### config.mk
export PLATFORM = sky130hd
export DESIGN_NAME = piped_skid_flat
export DESIGN_NICKNAME = d
export VERILOG_FILES = /design/src/rtl/piped_skid_if.sv /design/src/rtl/piped_skid.sv /design/src/flat_wrapper.sv
export SDC_FILE = /design/constraint.sdc
export NUM_CORES = 1
export LEC_CHECK = 0
export ABC_AREA = 1
export CAP_MARGIN = 10
export CORE_AREA = 3 3 125 127
export DETAILED_ROUTE_END_ITERATION = 10
export DIE_AREA = 0 0 128 130
export MAX_ROUTING_LAYER = met4
export SLEW_MARGIN = 10
export SYNTH_ARGS = -nofsm -noshare
export SYNTH_HDL_FRONTEND = slang
export SYNTH_SLANG_ARGS = --single-unit
### constraint.sdc
create_clock -name clk -period 2.2 [get_ports clk]
set_input_delay 0.22 -clock clk [delete_from_list [all_inputs] [get_ports clk]]
set_output_delay 0.22 -clock clk [all_outputs]
set_load 0.02 [all_outputs]
### src/rtl/piped_skid_if.sv
// rtl/piped_skid_if.sv - ready/valid handshake bundle for the piped_skid stage
interface piped_skid_if #(
   parameter int WIDTH = 32
);
   logic             in_valid;
   logic             in_ready;
   logic [WIDTH-1:0] in_data;
   logic             out_valid;
   logic             out_ready;
   logic [WIDTH-1:0] out_data;

   // master drives words in and accepts them out; slave is the stage itself
   modport master (
      output in_valid, in_data, out_ready,
      input  in_ready, out_valid, out_data
   );

   modport slave (
      input  in_valid, in_data, out_ready,
      output in_ready, out_valid, out_data
   );
endinterface

### src/rtl/piped_skid.sv
// rtl/piped_skid.sv - registered pipe stage with 2-entry skid buffer
// Backpressure reaches in_ready from state only, never combinationally from out_ready.
module piped_skid #(
   parameter int WIDTH = 32,
   parameter int CNT_W = 16
) (
   input  logic             clk,
   input  logic             rst,
   piped_skid_if.slave      bus,
   input  logic             flush,
   output logic [1:0]       occupancy,
   output logic [CNT_W-1:0] stall_count
);
   // state encoding doubles as the occupancy count
   localparam logic [1:0] EMPTY = 2'd0;
   localparam logic [1:0] BUSY  = 2'd1;
   localparam logic [1:0] FULL  = 2'd2;

   localparam logic [CNT_W-1:0] CNT_MAX = {CNT_W{1'b1}};

   logic [1:0]       state_q, state_d;
   logic [WIDTH-1:0] main_data_q, main_data_d;
   logic [WIDTH-1:0] skid_data_q, skid_data_d;
   logic [CNT_W-1:0] stall_q, stall_d;

   logic main_v;
   logic accept;
   logic emit;

   assign main_v        = (state_q != EMPTY);
   assign bus.in_ready  = ~rst & (state_q != FULL);
   assign bus.out_valid = main_v;
   assign bus.out_data  = main_data_q;
   assign occupancy     = state_q;
   assign stall_count   = stall_q;

   assign accept = bus.in_valid & bus.in_ready;
   assign emit   = main_v & bus.out_ready;

   always_comb begin
      state_d     = state_q;
      main_data_d = main_data_q;
      skid_data_d = skid_data_q;
      unique case (state_q)
         EMPTY: begin
            if (accept) begin
               state_d     = BUSY;
               main_data_d = bus.in_data;
            end
         end
         BUSY: begin
            if (accept && emit) begin
               main_data_d = bus.in_data;
            end else if (accept) begin
               state_d     = FULL;
               skid_data_d = bus.in_data;
            end else if (emit) begin
               state_d = EMPTY;
            end
         end
         FULL: begin
            if (emit) begin
               state_d     = BUSY;
               main_data_d = skid_data_q;
            end
         end
         default: state_d = EMPTY;
      endcase
      // flush wins over any accept or emit in the same cycle
      if (flush) begin
         state_d     = EMPTY;
         main_data_d = main_data_q;
         skid_data_d = skid_data_q;
      end
   end

   always_comb begin
      stall_d = stall_q;
      if (main_v && !bus.out_ready && (stall_q != CNT_MAX)) begin
         stall_d = stall_q + 1'b1;
      end
   end

   always_ff @(posedge clk) begin
      if (rst) begin
         state_q     <= EMPTY;
         main_data_q <= '0;
         skid_data_q <= '0;
         stall_q     <= '0;
      end else begin
         state_q     <= state_d;
         main_data_q <= main_data_d;
         skid_data_q <= skid_data_d;
         stall_q     <= stall_d;
      end
   end
endmodule

### src/flat_wrapper.sv
// flat-port wrapper written by rule: the top's interface ports become plain ports
module piped_skid_flat 
#(
   parameter int WIDTH = 32,
   parameter int CNT_W = 16
)
  (clk, rst, flush, occupancy, stall_count, bus_in_valid, bus_in_data, bus_out_ready, bus_in_ready, bus_out_valid, bus_out_data);
  piped_skid_if #(.WIDTH(WIDTH)) bus_i ();
  input  logic clk;
  input  logic rst;
  input  logic flush;
  output logic [1:0] occupancy;
  output logic [CNT_W-1:0] stall_count;
  input wire logic [$bits(bus_i.in_valid)-1:0] bus_in_valid;
  input wire logic [$bits(bus_i.in_data)-1:0] bus_in_data;
  input wire logic [$bits(bus_i.out_ready)-1:0] bus_out_ready;
  output wire logic [$bits(bus_i.in_ready)-1:0] bus_in_ready;
  output wire logic [$bits(bus_i.out_valid)-1:0] bus_out_valid;
  output wire logic [$bits(bus_i.out_data)-1:0] bus_out_data;
  assign bus_i.in_valid = bus_in_valid;
  assign bus_i.in_data = bus_in_data;
  assign bus_i.out_ready = bus_out_ready;
  assign bus_in_ready = bus_i.in_ready;
  assign bus_out_valid = bus_i.out_valid;
  assign bus_out_data = bus_i.out_data;
  piped_skid #(.WIDTH(WIDTH), .CNT_W(CNT_W)) u_core (.clk(clk), .rst(rst), .bus(bus_i), .flush(flush), .occupancy(occupancy), .stall_count(stall_count));
endmodule
* Word-level counts from Yosys, hierarchy flattened
Index checks and enable logic that the tools add are counted.
** Word-level totals
- Bits in read-only memories :: 0
- Bits in writable memories :: 0
- Bits in registers :: 82
- Bits in latches :: 0
- Memories :: 0
** Cells by class
- Mux-type cells :: 10
- Div/mod/pow operators :: 0
- Bitwise operators :: 6
- Reduce and logical (&&, ||, !) cells :: 11
- $add $sub $neg :: 1
- $mul :: 0
- Equal/unequal tests :: 9
- Magnitude comparators :: 0
- Shifts and indexed selects :: 0
** Operators with widths (number)
- $mux W32 :: 3
- $pmux W32 S3 :: 1
- $add A16 B1 Y16 const B :: 1
- $ne A16 B16 Y1 const B :: 1
- $mux W2 :: 5
- $reduce_and A4 Y1 :: 2
- $ne A2 B1 Y1 const B :: 3
- $pmux W2 S3 :: 1
- $reduce_and A5 Y1 :: 1
- $ne A2 B2 Y1 const B :: 2
- $and A1 B1 Y1 :: 3
- $logic_and A1 B1 Y1 :: 3
- $ne A3 B1 Y1 const B :: 1
- $not A1 Y1 :: 3
- $reduce_bool A3 Y1 :: 1
- $eq A2 B1 Y1 const B :: 1
- $eq A2 B2 Y1 const B :: 1
- $logic_not A2 Y1 :: 1
- $reduce_bool A2 Y1 :: 1
- $reduce_or A2 Y1 :: 1
- $logic_not A1 Y1 :: 1

* Longest topological paths before layout
Gate-level depths: netlist of run 1.
- Word-level depth :: 6
- Mapped depth :: 9
- Mapped depth without buffers :: 9

* Worst setup path before layout of run 1
Ideal clock, no wire load.
- Kind :: reg-to-reg
- Start point :: reg u_core.stall_q[1] (netlist: u_core.stall_count[1])
- End point :: reg u_core.stall_q[1] (netlist: u_core.stall_count[1])
- Stages on the path, launching flop included :: 10
- Setup time :: 0.116 ns
- Slack :: 0.507 ns
- Path buffers :: 1
- Period minus slack after synthesis :: 1.693 ns
- Data arrival time :: 1.577 ns
- Data required time :: 2.084 ns
- Cells stage by stage :: dfxtp_1 -> ha_1 -> inv_1 -> nor2_4 -> nand2_1 -> o21ai_2 -> inv_2 -> buf_2 -> nor2_1 -> nor2_1
** On the way
- Longest elaborated chain between the ends :: 2
- Elaborated cells on any way between the ends :: 3
** Ends and longest elaborated chain
- start, declared :: RTL line piped_skid.sv:24 : logic [CNT_W-1:0] stall_q, stall_d;
- start signal, assigned :: RTL line piped_skid.sv:94 : stall_q <= stall_d;
- parallel branches: the longest is 2 deep, another holds $add A16 B1 Y16
Several ways; the timed one is not identified.
A chain may end at the register's enable or synchronous reset.

* Final worst setup path of run 1
- Start point :: reg u_core.state_q[1] (netlist: u_core.occupancy[1])
- End point :: out bus_in_ready
** On the way
- Longest elaborated chain between the ends :: 2
** Ends and longest elaborated chain
- start, declared :: RTL line piped_skid.sv:21 : logic [1:0] state_q, state_d;
- start signal, assigned :: RTL line piped_skid.sv:91 : state_q <= state_d;
- $ne A2 B2 Y1 :: RTL line piped_skid.sv:31 : assign bus.in_ready = ~rst & (state_q != FULL);
- $and A1 B1 Y1 :: RTL line piped_skid.sv:31
- end, declared :: RTL line flat_wrapper.sv:17 : output wire logic [$bits(bus_i.in_ready)-1:0] bus_in_ready;
No other way between the ends.

==> results of run 1 <==
-- flip-flops by register name, indices dropped and copies added (netlist names) --
name,count
u_core.occupancy,2
u_core.stall_count,16
u_core.bus.out_data,32
u_core.skid_data_q,32
-- cells by family after synthesis --
| group | count (synthesis) |
|---|---|
| AND/OR/NAND/NOR | 197 |
| flip-flops | 82 |
| buffers and inverters | 82 |
| XOR/XNOR | 6 |
| adder cells (fa/ha/maj) | 1 |
| AO/OA/AOI/OAI | 152 |
-- per-stage QoR --
stage               hold slack, ps  area (µm²)  setup slack (ps)
floorplan                    363.2        3656             507.1
global placement             450.0        4738             427.4
detailed placement           451.5        4738             411.0
CTS                          340.1        5035             120.7
global route                 383.5        5035             59.69
finish                       343.2        5035             179.4
-- layer usage --
layer,wire length [µm],up-vias,global-route usage (%)
li1,-,1855,-
met1,4938,1524,16.78
met2,4495,61,18.70
met3,403,9,3.766
met4,110,0,3.558
met5,0,-,-
-- placed cells by master, fill, tap and decap left out --
cell / Yosys / layout
nor2_4: 1 / 2
xor2_1: 4 / 4
nor2_2: 2 / 3
clkbuf_8: 0 / 1
nand4_1: 6 / 6
nand2_2: 1 / 1
a31oi_1: 1 / 1
buf_12: 0 / 3
a21oi_1: 78 / 78
bufinv_16: 0 / 1
clkbuf_1: 11 / 1
nand4_2: 1 / 1
nor2_1: 24 / 22
nor3_4: 1 / 1
o21ai_2: 2 / 2
xnor2_1: 2 / 2
nor3_1: 1 / 1
buf_2: 19 / 1
clkinv_4: 0 / 1
nand3_1: 38 / 38
dfxtp_1: 82 / 82
clkdlybuf4s50_1: 0 / 87
clkbuf_16: 0 / 9
clkinv_2: 0 / 3
inv_1: 45 / 45
inv_2: 4 / 4
o211ai_1: 1 / 1
ha_1: 1 / 1
o21ai_0: 70 / 70
nand2_1: 122 / 122
buf_4: 1 / 8
-- worst max-delay path, stage by stage (launching register included) --
cell and delay [ps]:
dfxtp_1 410, inv_2 110, nor2_4 270, nor2_1 110, clkdlybuf4s50_1 560
-- area by class of cell --
| cell class | count | area [µm²] |
|---|---|---|
| fill | 1590 | 9499 |
| sequential | 82 | 1642 |
| multi-input combinational | 356 | 1687 |
| clock inverter | 5 | 53.80 |
| inverter | 49 | 183.9 |
| tap | 184 | 230.2 |
| clock buffer | 11 | 242.7 |
| timing repair buffer | 99 | 996.0 |
-- worst min-delay path by stage --
stage / startpoint / end
after floorplan: bus_in_data[0] / u_core.skid_data_q[0]$_SDFFE_PP0P_
after global placement: u_core.bus.out_data[26]$_SDFFE_PP0P_ / u_core.bus.out_data[26]$_SDFFE_PP0P_
after detailed placement: u_core.bus.out_data[26]$_SDFFE_PP0P_ / u_core.bus.out_data[26]$_SDFFE_PP0P_
after CTS: rst / u_core.stall_count[14]$_SDFFE_PP0P_
after global routing: rst / u_core.stall_count[5]$_SDFFE_PP0P_
final: rst / u_core.stall_count[14]$_SDFFE_PP0P_
-- power groups by stage --
stage	combinational (mW)	clock, mW	sequential, mW
after global placement	0.306	0	1.56
after detailed placement	0.306	0	1.56
final	0.302	1.51	1.52
after CTS	0.308	1.56	1.52
after floorplan	0.118	0	1.58
after global routing	0.331	1.62	1.53
==> qor.txt, run 1 <==
Sw Share = 23.37%
CP max FO = 12
Skew-Pair Late Insertion Delay = 340 ps
Unique masters post-synth = 25
Multiplexer share of the synthesized area = 0%
Total GRT Usage = 12.64%
Hold depth = 4
Post-synthesis compound-gate area fraction = 21.12%
PD cells = 662.7 nW/µm²
Vias in the first global route = 3137
Ys async rst share = 0%
CTS Buffer Depth = 2
Leak Pwr = 1.837 nW
Root Buffer Master = clkbuf_16
Final antenna-violating net count = 0
Max-slew headroom = 77.47%
Die area = 16640 µm²
Final hold vios = 0
Final non-filler cell total = 786
Fin Setup TNS = 0 ps
CTS Buf Count = 9
Max-slew violations = 0
Gpl congestion = 0.7813
Worst setup EP type = output port
# rows = 44
Sw Pwr = 779.8 µW
Combinational family with the most area after synthesis = simple AND/OR/NAND/NOR gates
Number of synthesized flops with an enable pin = 0
Reg2reg path depth = 8
PortBufs = 88
RSZ-0062 raised after global routing = no
Status = complete, no violations
CP Launch Type = flop
CP Class = flop to output port
Mean Syn Cell Area = 7.031 µm²
Reg2Reg Setup Slack = 430 ps
Worst r2r dst = u_core.stall_count[0]$_SDFFE_PP0P_
Final worst path period share = 91.85%
Critical Path RT = 1980 ps
Syn Std Cell Area = 3656 µm²
DRC Markers = 0
Setup repair bufs after CTS = 0
Top cells by area, synth = dfxtp_1 (45%), nand2_1 (13%), a21oi_1 (11%)
Most common cell in the netlist = nand2_1
CTS tree = done
Layout cells sized above 1 = 6.811%
WL/cell = 12.66 µm
Final setup viols = 0
Initial antenna violation count = 0
Clock power share = 45.3%
Cell accounting for the most synthesized area = dfxtp_1
DP HPWL = 6737 µm
Worst setup path end = bus_in_ready
Max VDD drop = 0.3031 mV
Htree depth = 3
Initial Utilization = 25.15%
Combinational Power Share = 9.0%
Final wirelength = 9948 µm
Register area share after synthesis = 44.90%
Post-CTS Resized = 0
Total grt overflow = 0
Adder-cell share of the synthesized area = 0.3422%
Vias = 3449
Register clock-pin slew on the reported worst setup and hold paths = 60 ps
Synth Area in XOR/XNOR = 1.437%
CP arrival = 1800 ps
Final core utilization = 34.64%
Core footprint = 14530 µm²
Syn Nets = 558
Power, Total = 3.337 mW
Die width = 128 µm
N_diodes = 0
Hold Path Class = primary input to flop
Largest net degree at the start of global routing = 65
Nets@finish = 635
Max frequency = 0.4949 GHz
First-pass GRT wire length = 16060 µm
Num ports = 89
Max Cap Viol = 0
Critical Path Source = u_core.occupancy[1]$_SDFFE_PP0P_
Final Critical Period = 2021 ps
Post-Synth Simple-Gate Area = 22.96%
Vias per cell = 4.388
RR Startpoint = u_core.stall_count[0]$_SDFFE_PP0P_
Cell internal pwr = 2.557 mW
Seq pwr share = 45.7%
Synth warnings = 0
Gate Count Post-Synth = 520
Die Height = 130 µm
Share of the synthesized area in the top cell type = 44.90%
Initial DRT Pass Iterations = 4
Commonest cells post-synth = nand2_1 (122), dfxtp_1 (82), a21oi_1 (78), o21ai_0 (70), inv_1 (45)
# placed instances = 770
Sink Count = 82
Clk_skew = 7.659 ps
Seq cells post-synth = 82
Drt initial violations = 205
CTS Hold Bufs = 0
Most used DFF post-synth = dfxtp_1
Layout area overhead = 37.71%
Worst-Margin Slew = 337.9 ps
Note: power is estimated with default switching activity, not from simulation.
==> inputs of run 2 (changes only) <==
- ABC_CLOCK_PERIOD_IN_PS: unset -> 2200
- CORE_AREA: 3 3 125 127 -> 2 2 124 126
- DIE_AREA: 0 0 128 130 -> 0 0 126 128
==> run 2 against run 1 <==
  * Sequential share of layout area grew 0.098 points
  * Cell area fell by 0.30%
  * Combinational power about the same
  * Non-clock buffer count shrank 1
  * Critical path depth fell by 1
  * Critical endpoint unchanged
  * Wire length increased by 0.72%
  * Flip-flop and latch count did not move
  * Largest power group unchanged
  * Count of clock-buffer cells in the layout increased by 3
  * Register-to-register slack worse by 20 ps
  * Final cell count is 0.38% higher
==> qor.txt, run 2 (synthesis results as in run 1) <==
Final Critical Period = 1843 ps (-177.2 ps)
Sw Pwr = 766.1 µW (-1.8%)
DRC Markers = 0 (unchanged)
Critical Path RT = 1980 ps (about the same)
N_diodes = 0 (unchanged)
Hold Path Class = primary input to flop
Final wirelength = 10020 µm (+0.72%)
Max VDD drop = 0.3697 mV (+22%)
Die width = 126 µm (-1.6%)
Seq pwr share = 46.6% (+0.9 points)
Initial antenna violation count = 0 (unchanged)
CTS Hold Bufs = 0 (unchanged)
Vias in the first global route = 3215 (+2.5%)
Vias = 3503 (+1.6%)
Fill cells = 1592 (+0.13%)
Gpl congestion = 0.7774 (-0.50%)
# rows = 45 (+2.3%)
Clk_skew = 5.806 ps (-1.854 ps)
Worst path slowest cell = clkdlybuf4s50_1
Skew-Pair Late Insertion Delay = 340 ps (about the same)
Max frequency = 0.5425 GHz (+9.6%)
Worst-Margin Slew = 494.0 ps (+156.2 ps)
Die area = 16130 µm² (-3.1%)
Max Cap Viol = 0 (unchanged)
Cells along the critical path = nor2_4, nor2_1, clkdlybuf4s50_1
Area taken by multi-input logic gates = 1687 µm² (unchanged)
Drt initial violations = 165 (-20%)
Initial DRT Pass Iterations = 6 (+2)
Setup repair bufs after CTS = 0 (unchanged)
Total grt overflow = 0 (unchanged)
Final hold vios = 0 (unchanged)
Die Height = 128 µm (-1.5%)
CP Class = flop to output port
Worst setup EP type = output port
PD cells = 651.7 nW/µm² (-1.7%)
Storage cell area = 1642 µm² (unchanged)
Total GRT Usage = 13.20% (+0.57 points)
CP Launch Type = flop
Final setup viols = 0 (unchanged)
CP max FO = 5 (-7)
Initial Utilization = 24.60% (-0.56 points)
Combinational Power Share = 9.2% (+0.2 points)
Sink Count = 82 (unchanged)
Cell internal pwr = 2.505 mW (-2.0%)
# placed instances = 773 (+0.39%)
Register clock-pin slew on the reported worst setup and hold paths = 60 ps (about the same)
CTS Buffer Depth = 2 (unchanged)
Final antenna-violating net count = 0 (unchanged)
Post-CTS Resized = 0 (unchanged)
Nets@finish = 634 (-0.16%)
CP delay by family, top = buffers and inverters
Fin Setup TNS = 0 ps (unchanged)
Max-slew violations = 0 (unchanged)
CTS Buf Count = 9 (unchanged)
Htree depth = 3 (unchanged)
Layout cells sized above 1 = 6.489% (-0.32 points)
Sw Share = 23.42% (+0.047 points)
Most frequent cells in the layout = nand2_1 (122), clkdlybuf4s50_1 (87), dfxtp_1 (82)
CP max stage delay = 610 ps (+50 ps)
PortBufs = 88 (unchanged)
First-pass GRT wire length = 16330 µm (+1.7%)
WL/cell = 12.70 µm (+0.34%)
Core footprint = 14860 µm² (+2.3%)
Leak Pwr = 1.827 nW (-0.55%)
Buf+Inv Stages, Crit Path = 1 (-1)
Most common cell after layout, fill and taps aside = nand2_1
Clock power share = 44.2% (-1.1 points)
Status = complete, no violations
DP HPWL = 6666 µm (-1.1%)
CTS tree = done
Max-slew headroom = 67.07% (-10 points)
Largest net degree at the start of global routing = 65 (unchanged)
CP arrival = 1620 ps (-180 ps)
Vias per cell = 4.440 (+1.2%)
Root Buffer Master = clkbuf_16
Final non-filler cell total = 789 (+0.38%)
Final worst path period share = 83.79% (-8.1 points)
RSZ-0062 raised after global routing = no
Num ports = 89 (unchanged)
Layout area overhead = 37.30%
run 2: cell types whose count changed in the layout (fill, tap and decap cells not counted):
cell | previous run | this run
buf_4 | 8 | 7
bufinv_16 | 1 | 0
clkbuf_1 | 1 | 2
clkbuf_8 | 1 | 3
clkinv_2 | 3 | 2
clkinv_4 | 1 | 0
run 2: stage by stage:
stage	util [%]	total power, mW	setup slack, ps	area [µm²]	hold slack, ps
final	33.77	3.271	356.6	5020	222.1
after floorplan	-	1.700	507.1	3656	363.2
after global placement	31.86	1.864	448.2	4736	450.8
after global routing	33.77	3.418	230.6	5020	239.7
after detailed placement	31.86	1.864	412.5	4736	453.3
after CTS	33.77	3.325	324.5	5020	216.9
run 2: routing by layer:
layer | GRT usage, % | up-vias | routed length (µm)
li1 | - | 1862 | -
met2 | 20.24 | 78 | 4498
met4 | 6.076 | 0 | 193
met5 | - | - | 0
met1 | 16.72 | 1552 | 4889
met3 | 2.796 | 11 | 438
run 2: cell type report:
class / count / share of cell area, %
inverter: 49 / 3.664
multi-input combinational: 356 / 33.60
timing repair buffer: 98 / 19.69
clock inverter: 2 / 0.1994
tap: 188 / 4.686
clock buffer: 14 / 5.459
sequential: 82 / 32.70
run 2: worst paths after layout:
kind                            depth (start not counted)  slack [ps]                                 from                                   to
worst max-delay path                                    3         360     u_core.occupancy[0]$_SDFFE_PP0P_                         bus_in_ready
worst min-delay path                                    4         220                                  rst  u_core.stall_count[14]$_SDFFE_PP0P_
worst max register to register                          8         410   u_core.stall_count[0]$_SDFFE_PP0P_   u_core.stall_count[9]$_SDFFE_PP0P_
worst min register to register                          2         460  u_core.bus.out_data[8]$_SDFFE_PP0P_  u_core.bus.out_data[8]$_SDFFE_PP0P_
run 2: worst min-delay path, delay by kind of cell:
kind	cells	cell delay, ps
AND/OR/NAND/NOR	2	100
buffers and inverters	2	210
run 2: power by group through the flow:
stage / Sequential [mW] / Combinational, mW / Clock [mW]
2_1_floorplan: 1.58 / 0.118 / 0
3_3_place_gp: 1.56 / 0.306 / 0
3_5_place_dp: 1.56 / 0.306 / 0
4_1_cts: 1.52 / 0.307 / 1.49
5_1_grt: 1.53 / 0.332 / 1.56
6_report: 1.53 / 0.302 / 1.44
==> inputs of run 3 (changes only) <==
- ABC_CLOCK_PERIOD_IN_PS: 2200 -> 1600
- clock period: 2.2 -> 1.6 ns (I/O delays scaled with it)
==> run 3 against run 2 <==
  * Sequential share of layout area fell by 1.5 points
  * Cell area rose by 5.3%
  * First-iteration DRC count increased by 23%
  * Non-clock buffer count up 20
  * Register-to-register slack got worse by 310 ps
  * Clock power is 70% higher
  * Total power rose by 52%
  * Worst hold slack worse by 5.3 ps
  * Count of clock-buffer cells in the layout fell by 2
  * Flip-flop and latch count unchanged
  * Global-route usage up 0.21 points
==> qor.txt, run 3 (synthesis results as in run 1) <==
Dpl cell area = 4868 µm² (+2.8%)
DRC Markers = 0 (unchanged)
Skew-Pair Late Insertion Delay = 340 ps (about the same)
Setup repair bufs after CTS = 0 (unchanged)
Status = complete, no violations
Layout cells sized above 1 = 11.27% (+4.8 points)
Final non-filler cell total = 809 (+2.5%)
CP Launch Type = flop
Vias in the first global route = 3384 (+5.3%)
Max Cap Viol = 0 (unchanged)
Final hold vios = 0 (unchanged)
# rows = 45 (unchanged)
Core footprint = 14860 µm² (unchanged)
Cell internal pwr = 3.891 mW (+55%)
RSZ-0062 raised after global routing = yes
Die area = 16130 µm² (unchanged)
Max-slew headroom = 64.48% (-2.6 points)
Power, Total = 4.970 mW (+52%)
CTS Hold Bufs = 0 (unchanged)
Final worst path period share = 96.45%
N_diodes = 0 (unchanged)
Final Critical Period = 1543 ps
WL/cell = 12.67 µm (-0.23%)
First-pass GRT wire length = 16680 µm (+2.2%)
Sw Pwr = 1.079 mW (+41%)
Total grt overflow = 0 (unchanged)
Final wirelength = 10250 µm (+2.3%)
Max frequency = 0.6480 GHz
Die width = 126 µm (unchanged)
Vias per cell = 4.404 (-0.80%)
Leak Pwr = 2.098 nW (+15%)
Drt initial violations = 203 (+23%)
Initial DRT Pass Iterations = 4 (-2)
Most frequent cells in the layout = nand2_1 (121), dfxtp_1 (77), a21oi_1 (76), clkdlybuf4s50_1 (76), o21ai_0 (70)
CTS Buffer Depth = 2 (unchanged)
Layout area overhead = 44.59%
CTS tree = done
Initial Utilization = 24.60% (unchanged)
Clock power share = 49.2% (+5.0 points)
Final antenna-violating net count = 0 (unchanged)
Register clock-pin slew on the reported worst setup and hold paths = 60 ps (about the same)
Worst-Margin Slew = 532.9 ps (+38.84 ps)
CTS Buf Count = 9 (unchanged)
Seq pwr share = 42.2% (-4.4 points)
Worst setup EP type = output port
Design area = 5286 µm² (+5.3%)
Nets@finish = 654 (+3.2%)
CP delay by family, top = buffers and inverters
Hold Path Class = primary input to flop
Root Buffer Master = clkbuf_16
Max-slew violations = 0 (unchanged)
DP HPWL = 7164 µm (+7.5%)
Worst hold slack = 216.8 ps (-5.298 ps)
Die Height = 128 µm (unchanged)
CP max FO = 5 (unchanged)
Most common cell after layout, fill and taps aside = nand2_1
Gpl congestion = 0.7849 (+0.96%)
Max VDD drop = 0.4533 mV (+23%)
Vias = 3563 (+1.7%)
Sink Count = 82 (unchanged)
Critical Path RT = 1440 ps (-540 ps)
Worst path slowest cell = clkdlybuf4s50_1
CP arrival = 1380 ps (-240 ps)
CP Class = flop to output port
Sw Share = 21.71% (-1.7 points)
Buf+Inv Stages, Crit Path = 1 (unchanged)
Total GRT Usage = 13.42% (+0.21 points)
Clk_skew = 4.245 ps (-1.560 ps)
CP max stage delay = 630 ps (+20 ps)
# placed instances = 792 (+2.5%)
Initial antenna violation count = 0 (unchanged)
Htree depth = 3 (unchanged)
PD cells = 940.2 nW/µm² (+44%)
Combinational Power Share = 8.6% (-0.6 points)
Num ports = 89 (unchanged)
Final setup viols = 0 (unchanged)
Largest net degree at the start of global routing = 47 (-28%)
PortBufs = 88 (unchanged)
Cells along the critical path = clkdlybuf4s50_1
## run 3: power by group through the flow
stage	clock network [mW]	logic [mW]	registers, mW
global placement	0	0.430	2.14
global route	2.60	0.472	2.10
detailed placement	0	0.431	2.14
finish	2.45	0.428	2.10
floorplan	0	0.163	2.18
CTS	2.51	0.430	2.10
## run 3: repair_timing
action,in CTS,in global routing
gates cloned,0,1
setup endpoints to repair,5,64
pin swaps,0,2
resized for setup,5,21
## run 3: final timing paths
path,to,slack [ps],depth (start not counted),startpoint
setup / recovery,stall_count[3],60,1,u_core.stall_count[3]$_SDFFE_PP0P_
hold / removal,u_core.occupancy[1]$_SDFFE_PP0P_,220,4,rst
setup reg to reg,u_core.stall_count[13]$_SDFFE_PP0P_,100,8,u_core.stall_count[1]$_SDFFE_PP0P_
hold reg to reg,u_core.bus.out_data[10]$_SDFFE_PP0P_,460,2,u_core.bus.out_data[10]$_SDFFE_PP0P_
## run 3: metrics by stage
stage	utilization, %	setup slack [ps]	setup TNS, ps
final	35.56	56.88	0
after global routing	35.56	-34.84	-34.84
after CTS	35.11	1.189	0
after detailed placement	32.75	-14.03	-151.1
after global placement	32.75	-21.32	-325.3
after floorplan	-	17.05	0
## run 3: final cells by class
type,instances,area [µm²]
Clock buffer,12,256.5
Clock inverter,4,97.59
Multi-Input combinational cell,356,1719
Sequential cell,82,1648
Timing Repair Buffer,118,1144
Tap cell,188,235.2
Fill cell,1620,9578
Inverter,49,186.4
## run 3: worst reg2reg max path, delay by kind of cell (launching register included)
kind            cells  cell delay, ps
compound gates      2             360
simple gates        3             270
buf+inv             2             230
flops               1             360
fa+ha+maj           1             200
## run 3: layer usage
layer	vias to the layer above	GRT usage, %	wire length (µm)
li1	1892	-	-
met1	1590	16.71	4850
met2	72	21.00	4801
met3	9	3.589	455
met4	0	4.848	144
met5	-	-	0
